--- config.mk ---
export PLATFORM = sky130hd
export DESIGN_NAME = uart_rx_flat
export DESIGN_NICKNAME = d
export VERILOG_FILES = /design/src/rtl/uart_pkg.sv /design/src/rtl/uart_rx_if.sv /design/src/rtl/uart_rx_synchronizer.sv /design/src/rtl/uart_rx.sv /design/src/flat_wrapper.sv
export SDC_FILE = /design/constraint.sdc
export NUM_CORES = 1
export LEC_CHECK = 0
export CORE_AREA = 2 2 67 69
export DETAILED_ROUTE_END_ITERATION = 7
export DIE_AREA = 0 0 69 71
export PLACE_DENSITY = 0.63
export SETUP_SLACK_MARGIN = 0.5
export SYNTH_ARGS = -nofsm -noshare
export SYNTH_HDL_FRONTEND = slang
export SYNTH_HIERARCHICAL = 1
export SYNTH_SLANG_ARGS = --single-unit
--- constraint.sdc ---
create_clock -name clk -period 1.5 [get_ports clk]
set_input_delay 0.375 -clock clk [delete_from_list [all_inputs] [get_ports clk]]
set_output_delay 0.375 -clock clk [all_outputs]
set_load 0.03 [all_outputs]
--- src/rtl/uart_pkg.sv ---
// Shared UART definitions: receiver state encoding, frame length and parity helpers.
// Used by both the receiver and the transmitter.
package uart_pkg;

    typedef enum logic [2:0] {
        RX_IDLE,
        RX_START,
        RX_DATA,
        RX_PARITY,
        RX_STOP
    } rx_state_t;

    localparam int MAX_DATA_WIDTH = 32;

    function automatic int number_of_bits(input int data_width, input int parity_enabled);
        return data_width + parity_enabled + 2;
    endfunction

    // Zero-extension leaves the XOR unchanged, so any width up to MAX_DATA_WIDTH fits.
    function automatic logic calc_parity(input logic [MAX_DATA_WIDTH-1:0] data, input logic odd);
        return (^data) ^ odd;
    endfunction

endpackage

--- src/rtl/uart_rx_if.sv ---
// Serial line and received-word signals between the pad, the receiver and the UART top.
interface uart_rx_if #(
    parameter int DATA_WIDTH = 8
);
    logic                  serial_in;
    logic [DATA_WIDTH-1:0] received_data;
    logic                  data_is_valid;
    logic                  rx_error;
    logic                  rx_busy;

    modport master (
        input  serial_in,
        output received_data,
        output data_is_valid,
        output rx_error,
        output rx_busy
    );

    modport slave (
        output serial_in,
        input  received_data,
        input  data_is_valid,
        input  rx_error,
        input  rx_busy
    );
endinterface

--- src/rtl/uart_rx_synchronizer.sv ---
// Multi-stage flip-flop synchronizer for the asynchronous serial line.
// Resets to 1 so an idle line never looks like a start bit.
module uart_rx_synchronizer #(
    parameter int DEPTH = 3
) (
    input  logic clk,
    input  logic reset,
    input  logic d,
    output logic q
);
    logic [DEPTH-1:0] sync_chain;

    always_ff @(posedge clk) begin
        if (!reset) begin
            sync_chain <= '1;
        end else begin
            sync_chain[0] <= d;
            for (int i = 1; i < DEPTH; i++) begin
                sync_chain[i] <= sync_chain[i-1];
            end
        end
    end

    assign q = sync_chain[DEPTH-1];
endmodule

--- src/rtl/uart_rx.sv ---
// UART receiver: synchronizes serial_in, samples each bit at mid-bit, checks parity
// and stop bit, and reports the byte with a one-cycle valid or error pulse.
module uart_rx
    import uart_pkg::*;
#(
    parameter int INPUT_DATA_WIDTH           = 8,
    parameter int PARITY_ENABLED             = 1,
    parameter int PARITY_TYPE                = 0,
    parameter int CLOCKS_PER_BIT             = 8,
    parameter int NUMBER_OF_RX_SYNCHRONIZERS = 3
) (
    input logic       clk,
    input logic       reset,
    uart_rx_if.master rx_if
);
    localparam int TICK_W = $clog2(CLOCKS_PER_BIT);
    localparam int IDX_W  = (INPUT_DATA_WIDTH > 1) ? $clog2(INPUT_DATA_WIDTH) : 1;

    rx_state_t                   state;
    logic                        rx_s;
    logic [TICK_W-1:0]           tick_cnt;
    logic [IDX_W-1:0]            bit_idx;
    logic [INPUT_DATA_WIDTH-1:0] shift_data;
    logic [INPUT_DATA_WIDTH-1:0] received_data;
    logic                        parity_err;
    logic                        armed;
    logic                        data_is_valid;
    logic                        rx_error;
    logic                        rx_busy;

    uart_rx_synchronizer #(
        .DEPTH(NUMBER_OF_RX_SYNCHRONIZERS)
    ) u_sync (
        .clk  (clk),
        .reset(reset),
        .d    (rx_if.serial_in),
        .q    (rx_s)
    );

    // armed blocks a new start until the line has been seen high again after a break.
    always_ff @(posedge clk) begin
        if (!reset) begin
            state         <= RX_IDLE;
            tick_cnt      <= '0;
            bit_idx       <= '0;
            shift_data    <= '0;
            parity_err    <= 1'b0;
            armed         <= 1'b1;
            received_data <= '0;
            data_is_valid <= 1'b0;
            rx_error      <= 1'b0;
            rx_busy       <= 1'b0;
        end else begin
            data_is_valid <= 1'b0;
            rx_error      <= 1'b0;
            case (state)
                RX_IDLE: begin
                    if (rx_s) begin
                        armed <= 1'b1;
                    end else if (armed) begin
                        state      <= RX_START;
                        rx_busy    <= 1'b1;
                        parity_err <= 1'b0;
                        tick_cnt   <= TICK_W'(CLOCKS_PER_BIT/2 - 1);
                    end
                end
                RX_START: begin
                    if (tick_cnt == '0) begin
                        tick_cnt <= TICK_W'(CLOCKS_PER_BIT - 1);
                        if (rx_s) begin
                            state   <= RX_IDLE;
                            rx_busy <= 1'b0;
                        end else begin
                            state   <= RX_DATA;
                            bit_idx <= '0;
                        end
                    end else begin
                        tick_cnt <= tick_cnt - 1'b1;
                    end
                end
                RX_DATA: begin
                    if (tick_cnt == '0) begin
                        tick_cnt            <= TICK_W'(CLOCKS_PER_BIT - 1);
                        shift_data[bit_idx] <= rx_s;
                        if (bit_idx == IDX_W'(INPUT_DATA_WIDTH - 1)) begin
                            state <= (PARITY_ENABLED != 0) ? RX_PARITY : RX_STOP;
                        end else begin
                            bit_idx <= bit_idx + 1'b1;
                        end
                    end else begin
                        tick_cnt <= tick_cnt - 1'b1;
                    end
                end
                RX_PARITY: begin
                    if (tick_cnt == '0) begin
                        tick_cnt   <= TICK_W'(CLOCKS_PER_BIT - 1);
                        parity_err <= (rx_s != calc_parity(MAX_DATA_WIDTH'(shift_data),
                                                           (PARITY_TYPE != 0)));
                        state      <= RX_STOP;
                    end else begin
                        tick_cnt <= tick_cnt - 1'b1;
                    end
                end
                RX_STOP: begin
                    if (tick_cnt == '0) begin
                        state   <= RX_IDLE;
                        rx_busy <= 1'b0;
                        armed   <= rx_s;
                        if (rx_s && !parity_err) begin
                            data_is_valid <= 1'b1;
                            received_data <= shift_data;
                        end else begin
                            rx_error <= 1'b1;
                        end
                    end else begin
                        tick_cnt <= tick_cnt - 1'b1;
                    end
                end
                default: begin
                    state   <= RX_IDLE;
                    rx_busy <= 1'b0;
                end
            endcase
        end
    end

    assign rx_if.received_data = received_data;
    assign rx_if.data_is_valid = data_is_valid;
    assign rx_if.rx_error      = rx_error;
    assign rx_if.rx_busy       = rx_busy;
endmodule

--- src/flat_wrapper.sv ---
// flat-port wrapper written by rule: the top's interface ports become plain ports
module uart_rx_flat import uart_pkg::*;
#(
    parameter int INPUT_DATA_WIDTH           = 8,
    parameter int PARITY_ENABLED             = 1,
    parameter int PARITY_TYPE                = 0,
    parameter int CLOCKS_PER_BIT             = 8,
    parameter int NUMBER_OF_RX_SYNCHRONIZERS = 3
)
  (clk, reset, rx_if_serial_in, rx_if_received_data, rx_if_data_is_valid, rx_if_rx_error, rx_if_rx_busy);
  uart_rx_if #(.DATA_WIDTH(8)) rx_if_i ();
  input logic clk;
  input logic reset;
  input wire logic [$bits(rx_if_i.serial_in)-1:0] rx_if_serial_in;
  output wire logic [$bits(rx_if_i.received_data)-1:0] rx_if_received_data;
  output wire logic [$bits(rx_if_i.data_is_valid)-1:0] rx_if_data_is_valid;
  output wire logic [$bits(rx_if_i.rx_error)-1:0] rx_if_rx_error;
  output wire logic [$bits(rx_if_i.rx_busy)-1:0] rx_if_rx_busy;
  assign rx_if_i.serial_in = rx_if_serial_in;
  assign rx_if_received_data = rx_if_i.received_data;
  assign rx_if_data_is_valid = rx_if_i.data_is_valid;
  assign rx_if_rx_error = rx_if_i.rx_error;
  assign rx_if_rx_busy = rx_if_i.rx_busy;
  uart_rx #(.INPUT_DATA_WIDTH(INPUT_DATA_WIDTH), .PARITY_ENABLED(PARITY_ENABLED), .PARITY_TYPE(PARITY_TYPE), .CLOCKS_PER_BIT(CLOCKS_PER_BIT), .NUMBER_OF_RX_SYNCHRONIZERS(NUMBER_OF_RX_SYNCHRONIZERS)) u_core (.clk(clk), .reset(reset), .rx_if(rx_if_i));
endmodule
Word-level counts from Yosys, hierarchy flattened
Index checks and enable logic that the tools add are counted.

cells by class
  multipliers = 0
  div/mod/pow operators = 0
  add/subtract/negate cells = 2
  reductions and logical operators = 21
  shifts and indexed selects = 0
  order comparisons = 2
  eq/ne operators = 18
  bitwise gates (word level) = 1
  muxes and demuxes = 37

operator list
  kind                   count
  $mux W3                15
  $reduce_xor A32 Y1     1
  $pmux W3 S5            1
  $mux W1                13
  $ne A2 B1 Y1 const B   6
  $ne A2 B2 Y1 const B   6
  $pmux W3 S3            1
  $reduce_and A3 Y1      3
  $bwmux W8              1
  $reduce_and A4 Y1      2
  $reduce_and A7 Y1      1
  $eq A3 B2 Y1 const B   2
  $eq A3 B3 Y1 const B   2
  $logic_not A3 Y1       2
  $pmux W3 S2            1
  $reduce_and A6 Y1      1
  $reduce_bool A2 Y1     3
  $reduce_and A5 Y1      1
  $lt A3 B4 Y1 const B   1
  $pmux W1 S2            2
  $pmux W1 S4            1
  $add A3 B1 Y3 const B  1
  $demux W1 S3           1
  $eq A3 B1 Y1 const B   1
  other kinds (11)       12

storage, ports and cells
  ROM bits = 0
  output and inout bits = 11
  memories = 0
  register bits after elaboration = 33
  input bits = 3
  bits in latches = 0
  bits in writable memories = 0

Depth between registers and ports, before layout
Gate-level depths: netlist (run 1).

  depth after elaboration = 5
  gate-level depth with buffers = 7
  gate-level depth less buffers = 6

Cells and area by module
Netlist (run 1), hierarchy kept.

modules (own cells, without submodules)
  module                instances  cells an instance  area each (µm²)
  uart_rx               1          168                1,542.7
  uart_rx_synchronizer  1          6                  78.8

Worst setup path before layout (run 1)
OpenSTA, ideal clock, no wires.

  kind = register to register
  start = register u_core.bit_idx[0]
  end = register u_core.bit_idx[1]
  library setup time = 71 ps
  buffers on the path = 0
  period minus slack after synthesis = 1,558 ps
  data required time = 1,429 ps
  stages on the path, launching flop included = 7
  slack = -58 ps
  arrival time = 1,487 ps
  path through = dfxtp_1 -> ha_1 -> ha_1 -> nor3b_1 -> o211ai_2 -> or2_2 -> a21oi_1

between the ends
  longest elaborated chain between the ends = 4
  elaborated cells on any way between the ends = 7
  those cells by class = add/sub: 1; eq/ne: 2; mux: 3; reduce/logical: 1

ends and longest elaborated chain
  element                 RTL line       text
  start, declared         uart_rx.sv:22  logic [IDX_W-1:0] bit_idx;
  start signal, assigned  uart_rx.sv:88  bit_idx <= bit_idx + 1'b1;
  $add A3 B1 Y3           uart_rx.sv:88
  $mux W3                 uart_rx.sv:85  if (bit_idx == IDX_W'(INPUT_DATA_WIDTH - 1)) begin
  $mux W3                 uart_rx.sv:82  if (tick_cnt == '0) begin
  $pmux W3 S2             uart_rx.sv:56  case (state)

Several ways; a longest one is shown, not always the timed one. The select of a mux whose other input is x is not followed.
A chain may end at the register's enable or synchronous reset.

Worst setup path after layout (run 1)
  start = register u_core.tick_cnt[1]
  end = register u_core.bit_idx[1]

between the ends
  longest elaborated chain between the ends = 3
  elaborated cells on any way between the ends = 4
  those cells by class = eq/ne: 2; reduce/logical: 2

ends and longest elaborated chain
  element                                 RTL line                      text
  start, declared                         uart_rx.sv:21                 logic [TICK_W-1:0] tick_cnt;
  start signal, assigned                  uart_rx.sv:64                 tick_cnt <= TICK_W'(CLOCKS_PER_BIT/2 - 1);
  start signal, assigned                  uart_rx.sv:69                 tick_cnt <= TICK_W'(CLOCKS_PER_BIT - 1);
  start signal, assigned                  uart_rx.sv:78                 tick_cnt <= tick_cnt - 1'b1;
  $logic_not A3 Y1 (*)                    uart_rx.sv:68, uart_rx.sv:82
  $ne A2 B1 Y1 (no source line)           -
  $reduce_and A5 Y1 (no source line) (*)  -

Mark *: on every way between the ends. The rest lies on a longest branch, timed or not.

==> results of run 1 <==
[flip-flops by register name (all words and copies together) (netlist names)]
signal / count
u_core/parity_err: 1
u_core/rx_if.rx_error: 1
u_core/bit_idx: 3
u_core/rx_if.received_data: 8
u_core/shift_data: 8
u_core/tick_cnt: 3
u_core/rx_if.data_is_valid: 1
u_core/rx_if.rx_busy: 1
u_core/u_sync/sync_chain: 3
u_core/state: 3
u_core/armed: 1
[path summary, 6_finish.rpt]
path	endpoint	slack, ns	cells after the start
hold reg to reg	u_core/u_sync/sync_chain[2]	0.41	1
setup / recovery	u_core/bit_idx[1]	-0.04	8
setup reg to reg	u_core/bit_idx[1]	-0.04	8
hold / removal	u_core/u_sync/sync_chain[2]	0.41	1
[area by class of cell]
class | count | area [sq um]
clock buffers | 6 | 82.58
clock inverters | 2 | 36.28
fillers | 373 | 1849
inverters | 6 | 22.52
multi-input cells | 125 | 1056
flip-flops and latches | 33 | 695.7
well taps | 52 | 65.06
repair buffers | 44 | 396.6
[cell families after synthesis]
group | count (synthesis)
buf+inv | 16
xor+xnor | 7
mux | 17
fa+ha+maj | 4
compound gates | 23
simple gates | 74
flops | 33
[power breakdown]
group / internal [mW] / switching, mW / leakage (nW) / total (mW)
clock network: 0.541 / 0.337 / 0.0617 / 0.878
registers: 0.883 / 0.0102 / 0.278 / 0.893
logic: 0.106 / 0.103 / 0.682 / 0.209
total: 1.53 / 0.450 / 1.02 / 1.98
[worst max-delay path: stages (launching register included)]
cell      delay, ns
dfxtp_2        0.34
inv_2          0.07
ha_4           0.16
nor2b_4        0.15
buf_6          0.14
buf_4          0.12
o211ai_4       0.09
or2_4          0.25
a21oi_2        0.13
[routing by layer]
layer / share of wire, % / wire [um]
met5: 0 / 0
met4: 1.4 / 55
met3: 2.2 / 89
met2: 55 / 2229
met1: 41 / 1648
[per-stage QoR]
step	hold WS [ns]	TNS (ns)	utilization, %	power [mW]
6_report	0.4137	-0.1510	56.01	1.980
5_1_grt	0.4333	-0.9991	56.01	2.051
4_1_cts	0.4191	0	53.33	1.964
3_5_place_dp	0.3980	-0.2885	46.52	1.051
3_3_place_gp	0.3931	0	46.52	1.040
2_1_floorplan	0.3863	0	-	1.000
[cell usage after synthesis, types with 3 or more instances]
library cell	instances
nor2_1	21
a211oi_1	3
nand2b_1	5
dfxtp_1	33
nor3b_1	3
nand2_1	10
a21oi_1	7
inv_1	6
nor2b_1	5
mux2i_1	17
clkbuf_1	4
xnor2_1	4
o211ai_1	3
nor3_1	5
nand3_1	4
ha_1	4
nand4_1	8
[cell usage in the layout, fill, tap and decap left out, drive strengths merged, types with 5 or more instances in the layout]
cell / Yosys / layout
dfxtp: 33 / 33
clkbuf: 5 / 6
nand2: 10 / 10
nand4: 9 / 9
nor2: 22 / 22
a21oi: 7 / 7
nor2b: 5 / 5
mux2i: 17 / 17
nand2b: 5 / 5
inv: 6 / 7
nor3: 5 / 5
buf: 5 / 42
[timing repair]
action,4_1_cts,5_1_grt
gates resized for setup,99,20
hold buffers,0,0
pin swaps,17,8
endpoints found under the setup margin,41,41
setup buffers,10,6
==> impl_metrics.csv, run 1 <==
group,metric,value,unit
clocking,clockBufferDepth,2,
global_routing,grt_util_all_layers,16.18,%
power_and_ir_drop,p_leak,1.022,nW
sta,fin_skew,0.007648,ns
status,violations,"setup timing",
global_routing,grtUsageMet3,3.419,%
global_routing,antenna_found_initial,0,
global_routing,grt_max_degree,15,
synth,synth_top_family_by_area,"simple AND/OR/NAND/NOR gates",
global_routing,grt_pass1_wl,6.285,mm
floorplan,io_pins,14,
synth,synth_seq_cells,33,
place,pre_cts_slack,-0.05052,ns
setup_path,required,1.71,ns
clocking,cts_root_buf,"clkbuf_8",
sta,rsz0062_at_grt,"true",
synth,yosysTopAreaCellShare,40.74,%
synth,synthSimpleGateAreaFrac,24.85,%
cells_and_area,diodes,0,
sta,relSlewSlack,78.65,%
sta,fin_ws,-0.04357,ns
setup_path,worst-setup-path-type,"flip-flop to flip-flop",
place,gp_congestion,0.9405,
floorplan,die-area,4899,sq um
synth,syn_inst,174,
global_routing,busiest_layer,"met2",
power_and_ir_drop,power.density,840.7,nW/um^2
flow_run,cap_violations,0,
setup_path,worstPathMaxFanout,6,
floorplan,floorplan.rows,24,
floorplan,start_util,38.57,%
synth,synth_cell_type_count,42,
sta,hold_viol_final,0,
min_path,min_path_type,"flip-flop to flip-flop",
sta,max_freq,647.8,MHz
power_and_ir_drop,max-vdd-ir-drop,718.2,uV
setup_path,critPathLaunchType,"flip-flop",
setup_path,startpoint,"u_core/tick_cnt[1]",
synth,syn_area,1622,sq um
drt,vias_per_cell,5.228,
min_path,min_from,"u_core/u_sync/sync_chain[1]",
sta,finalMaxSlewViolations,0,
clocking,htree_levels,2,
synth,synthArstFlopShare,0,%
cells_and_area,area_delta_synth_final,45.22,%
drt,routed_wl,4.022,mm
place,dpl-instance-area,1956,sq um
setup_path,r2r-start,"u_core/tick_cnt[1]",
drt,post-route-drc-count,0,
floorplan,die_h,71,um
global_routing,first_global_vias,1399,
synth,synth-edff-count,0,
global_routing,met1_usage,18.16,%
synth,synth_compound_area_share,10.80,%
drt,first_pass_iters,4,
synth,ys_warn_count,6,
floorplan,fp.coreArea,4204,sq um
global_routing,overflow,0,
sta,period_share,102.9,%
clocking,clock-sinks,33,
drt,avgRoutedWirePerCell,15.01,um
synth,synth_top_flop_cell,"dfxtp_1",
setup_path,arrival,1.76,ns
cells_and_area,drive_gt1_share,49.07,%
sta,fin_crit,1.544,ns
synth,synth_xor_area_share,4.630,%
sta,setup_violations,7,
synth,synth_mux_area_share,10.49,%
synth,syn_nets,181,
synth,synth.area.top_cells,"dfxtp_1 41%, mux2i_1 10%, nor2_1 4.9%, ha_1 3.1%, nand4_1 3.1%",
cells_and_area,layout.cells.non_filler,268,
sta,worst_slew_pin_slew,0.3198,ns
synth,avgSynthCellArea,9.319,sq um
clocking,clk_latency,0.29,ns
place,dp.cells,244,
drt,drt-initial-drc-count,46,
cells_and_area,finalInstanceArea,2355,sq um
synth,yosysTopAreaCell,"dfxtp_1",
setup_path,endpoint_kind,"flip-flop",
floorplan,die_w,69,um
clocking,tritoncts,"built",
drt,ant_nets,0,
clocking,clk_pin_slew,0.07,ns
global_routing,grt_util_met2,29.70,%
place,port_buffers,13,
clocking,numCtsBuffers,5,
synth,synth_fa_ha_area_share,3.086,%
cells_and_area,nNetsFinal,222,
place,place_hpwl,2.720,mm
status,status,"finished with violations",
drt,vias,1401,
synth,synth-seq-area-share,40.74,%
Note: power is estimated with default switching activity, not from simulation.
==> run 2, diff against run 1 <==
--- a/config.mk
+++ b/config.mk
@@ -5,10 +5,10 @@
 export SDC_FILE = /design/constraint.sdc
 export NUM_CORES = 1
 export LEC_CHECK = 0
-export CORE_AREA = 2 2 67 69
+export CORE_AREA = 2 2 60 77
 export DETAILED_ROUTE_END_ITERATION = 7
-export DIE_AREA = 0 0 69 71
-export PLACE_DENSITY = 0.63
+export DIE_AREA = 0 0 62 79
+export PLACE_DENSITY = 0.62
 export SETUP_SLACK_MARGIN = 0.5
 export SYNTH_ARGS = -nofsm -noshare
 export SYNTH_HDL_FRONTEND = slang
==> run 2 against run 1 <==
Effect of this change:
- the flow now finishes without violations
- cell count up 1.9%
- non-clock buffer count down 1
- highest routed layer unchanged
- critical endpoint is now u_core/tick_cnt[1]
- die area about the same
- sequential share of layout area up 0.40 points
- via count unchanged
- clock-buffer cell count unchanged
- sequential power about the same
- design area down 2.2%
- global-route usage up 1.2 points
- worst setup slack better by 0.045 ns
- combinational power down 7%
- largest power group unchanged
- register-to-register slack better by 0.04 ns
==> impl_metrics.csv, run 2 (same netlist as run 1, synthesis figures left out) <==
group,metric,value,unit
status,status,"completed",
clocking,cts_hold_buf,0,
clocking,clk_latency,0.29,ns
drt,vias,1401,
clocking,cts_root_buf,"clkbuf_8",
cells_and_area,ff_latch_area,689.4,sq um
drt,top_layer,"met4",
power_and_ir_drop,power.density,853.1,nW/um^2
clocking,clk_pin_slew,0.07,ns
setup_path,endpoint_kind,"flip-flop",
setup_path,critPathLaunchType,"flip-flop",
global_routing,overflow,0,
drt,ant_nets,0,
sta,hold_ws,0.4044,ns
power_and_ir_drop,p_leak,1.000,nW
sta,fin_ws,0.001382,ns
sta,finalMaxSlewViolations,0,
floorplan,fp.coreArea,4223,sq um
place,port_buffers,13,
cells_and_area,area_delta_synth_final,41.98,%
place,gp_congestion,0.7955,
clocking,clockBufferDepth,2,
sta,rsz0062_at_grt,"true",
sta,worst_slew_pin_slew,0.2921,ns
global_routing,grt_pass1_wl,6.396,mm
drt,routed_wl,3.865,mm
setup_path,required,1.70,ns
floorplan,io_pins,14,
flow_run,cap_violations,0,
setup_path,worst-setup-path-type,"flip-flop to flip-flop",
cells_and_area,mostFrequentLayoutCells,"26 x buf_4, 20 x nor2_1, 20 x dfxtp_2, 17 x mux2i_1, 14 x buf_6",
power_and_ir_drop,p_total,1.964,mW
drt,avgRoutedWirePerCell,14.16,um
cells_and_area,layout.cells.non_filler,273,
place,dp.cells,253,
floorplan,floorplan.rows,27,
clocking,tritoncts,"built",
drt,dr_wl_met2,2.084,mm
floorplan,die_h,79,um
drt,wl_met3,102,um
cells_and_area,final_common_cell,"buf_4",
floorplan,start_util,38.40,%
setup_path,worstPathMaxFanout,5,
drt,drt-initial-drc-count,45,
global_routing,antenna_found_initial,0,
drt,vias_per_cell,5.132,
sta,period_share,99.91,%
clocking,clock-sinks,33,
sta,setup_violations,0,
setup_path,arrival,1.69,ns
power_and_ir_drop,max-vdd-ir-drop,609.4,uV
clocking,numCtsBuffers,5,
drt,wl_met1,1.563,mm
cells_and_area,diodes,0,
cells_and_area,reg.largest.list,"u_core/rx_if.received_data x8, u_core/shift_data x8",
sta,fin_crit,1.499,ns
cells_and_area,nNetsFinal,221,
min_path,min_path_type,"input port to flip-flop",
sta,relSlewSlack,80.32,%
sta,max_freq,667.3,MHz
drt,post-route-drc-count,0,
clocking,htree_levels,2,
drt,first_pass_iters,5,
global_routing,grt_util_all_layers,17.37,%
sta,hold_viol_final,0,
global_routing,first_global_vias,1446,
cells_and_area,multi_input_area,1003,sq um
place,place_hpwl,2.668,mm
cells_and_area,drive_gt1_share,45.58,%
place,pre_cts_slack,-0.07420,ns
cells_and_area,fill_cells,366,
floorplan,die-area,4898,sq um
global_routing,grt_max_degree,20,
floorplan,die_w,62,um
sta,fin_skew,0.005194,ns
-- run 2: changes by cell type in the layout (fill, tap and decap cells not counted), sizes merged --
cell | before | now
buf | 42 | 41
dlymetal6s2s | 0 | 1
clkdlybuf4s50 | 2 | 1
-- run 2: timing repair --
action                     CTS  global route
buffers inserted             9             3
pin swaps                   20            14
resized for setup           94            16
setup endpoints to repair   41            44
-- run 2: worst max-delay path, stage by stage (launching register included) --
cell and delay [ns]:
dfxtp_2 0.34, inv_2 0.05, ha_4 0.17, nor2b_4 0.13, buf_6 0.12, o31ai_4 0.30, a21oi_1 0.11, a211oi_1 0.18
-- run 2: area by class of cell --
| cell class | instances | area share [%] |
|---|---|---|
| multi-input cells | 125 | 43.59 |
| flip-flops and latches | 33 | 29.95 |
| repair buffers | 43 | 17.17 |
| clock buffers | 6 | 3.587 |
| well taps | 58 | 3.152 |
| clock inverters | 2 | 1.576 |
| inverters | 6 | 0.9783 |
-- run 2: routing by layer --
layer / GRT usage [%] / up-vias
met1: 18.52 / 684
li1: - / 686
met2: 29.58 / 23
met4: 9.574 / 0
met3: 4.560 / 8
met5: 0 / -
-- run 2: final timing paths --
check / startpoint / slack, ns / depth (start not counted) / endpoint
worst max register to register: u_core/tick_cnt[1] / 0.001 / 7 / u_core/tick_cnt[1]
worst min register to register: u_core/u_sync/sync_chain[1] / 0.41 / 1 / u_core/u_sync/sync_chain[2]
worst min-delay path: reset / 0.40 / 2 / u_core/armed
worst max-delay path: u_core/tick_cnt[1] / 0.001 / 7 / u_core/tick_cnt[1]
-- run 2: per-stage QoR --
| stage | cell area, sq um | utilization, % | setup TNS, ns |
|---|---|---|---|
| floorplan | 1702 | - | 0 |
| global placement | 1986 | 47.02 | 0 |
| detailed placement | 1986 | 47.02 | -0.3377 |
| CTS | 2237 | 52.98 | 0 |
| global route | 2302 | 54.52 | -0.5754 |
| finish | 2302 | 54.52 | 0 |
-- run 2: power by group --
| group | total (mW) | internal, mW | switching [mW] | leakage (nW) |
|---|---|---|---|---|
| Clock | 0.876 | 0.541 | 0.335 | 0.0617 |
| Sequential | 0.894 | 0.885 | 0.00877 | 0.278 |
| Combinational | 0.194 | 0.100 | 0.0936 | 0.661 |
| Total | 1.96 | 1.53 | 0.437 | 1.00 |
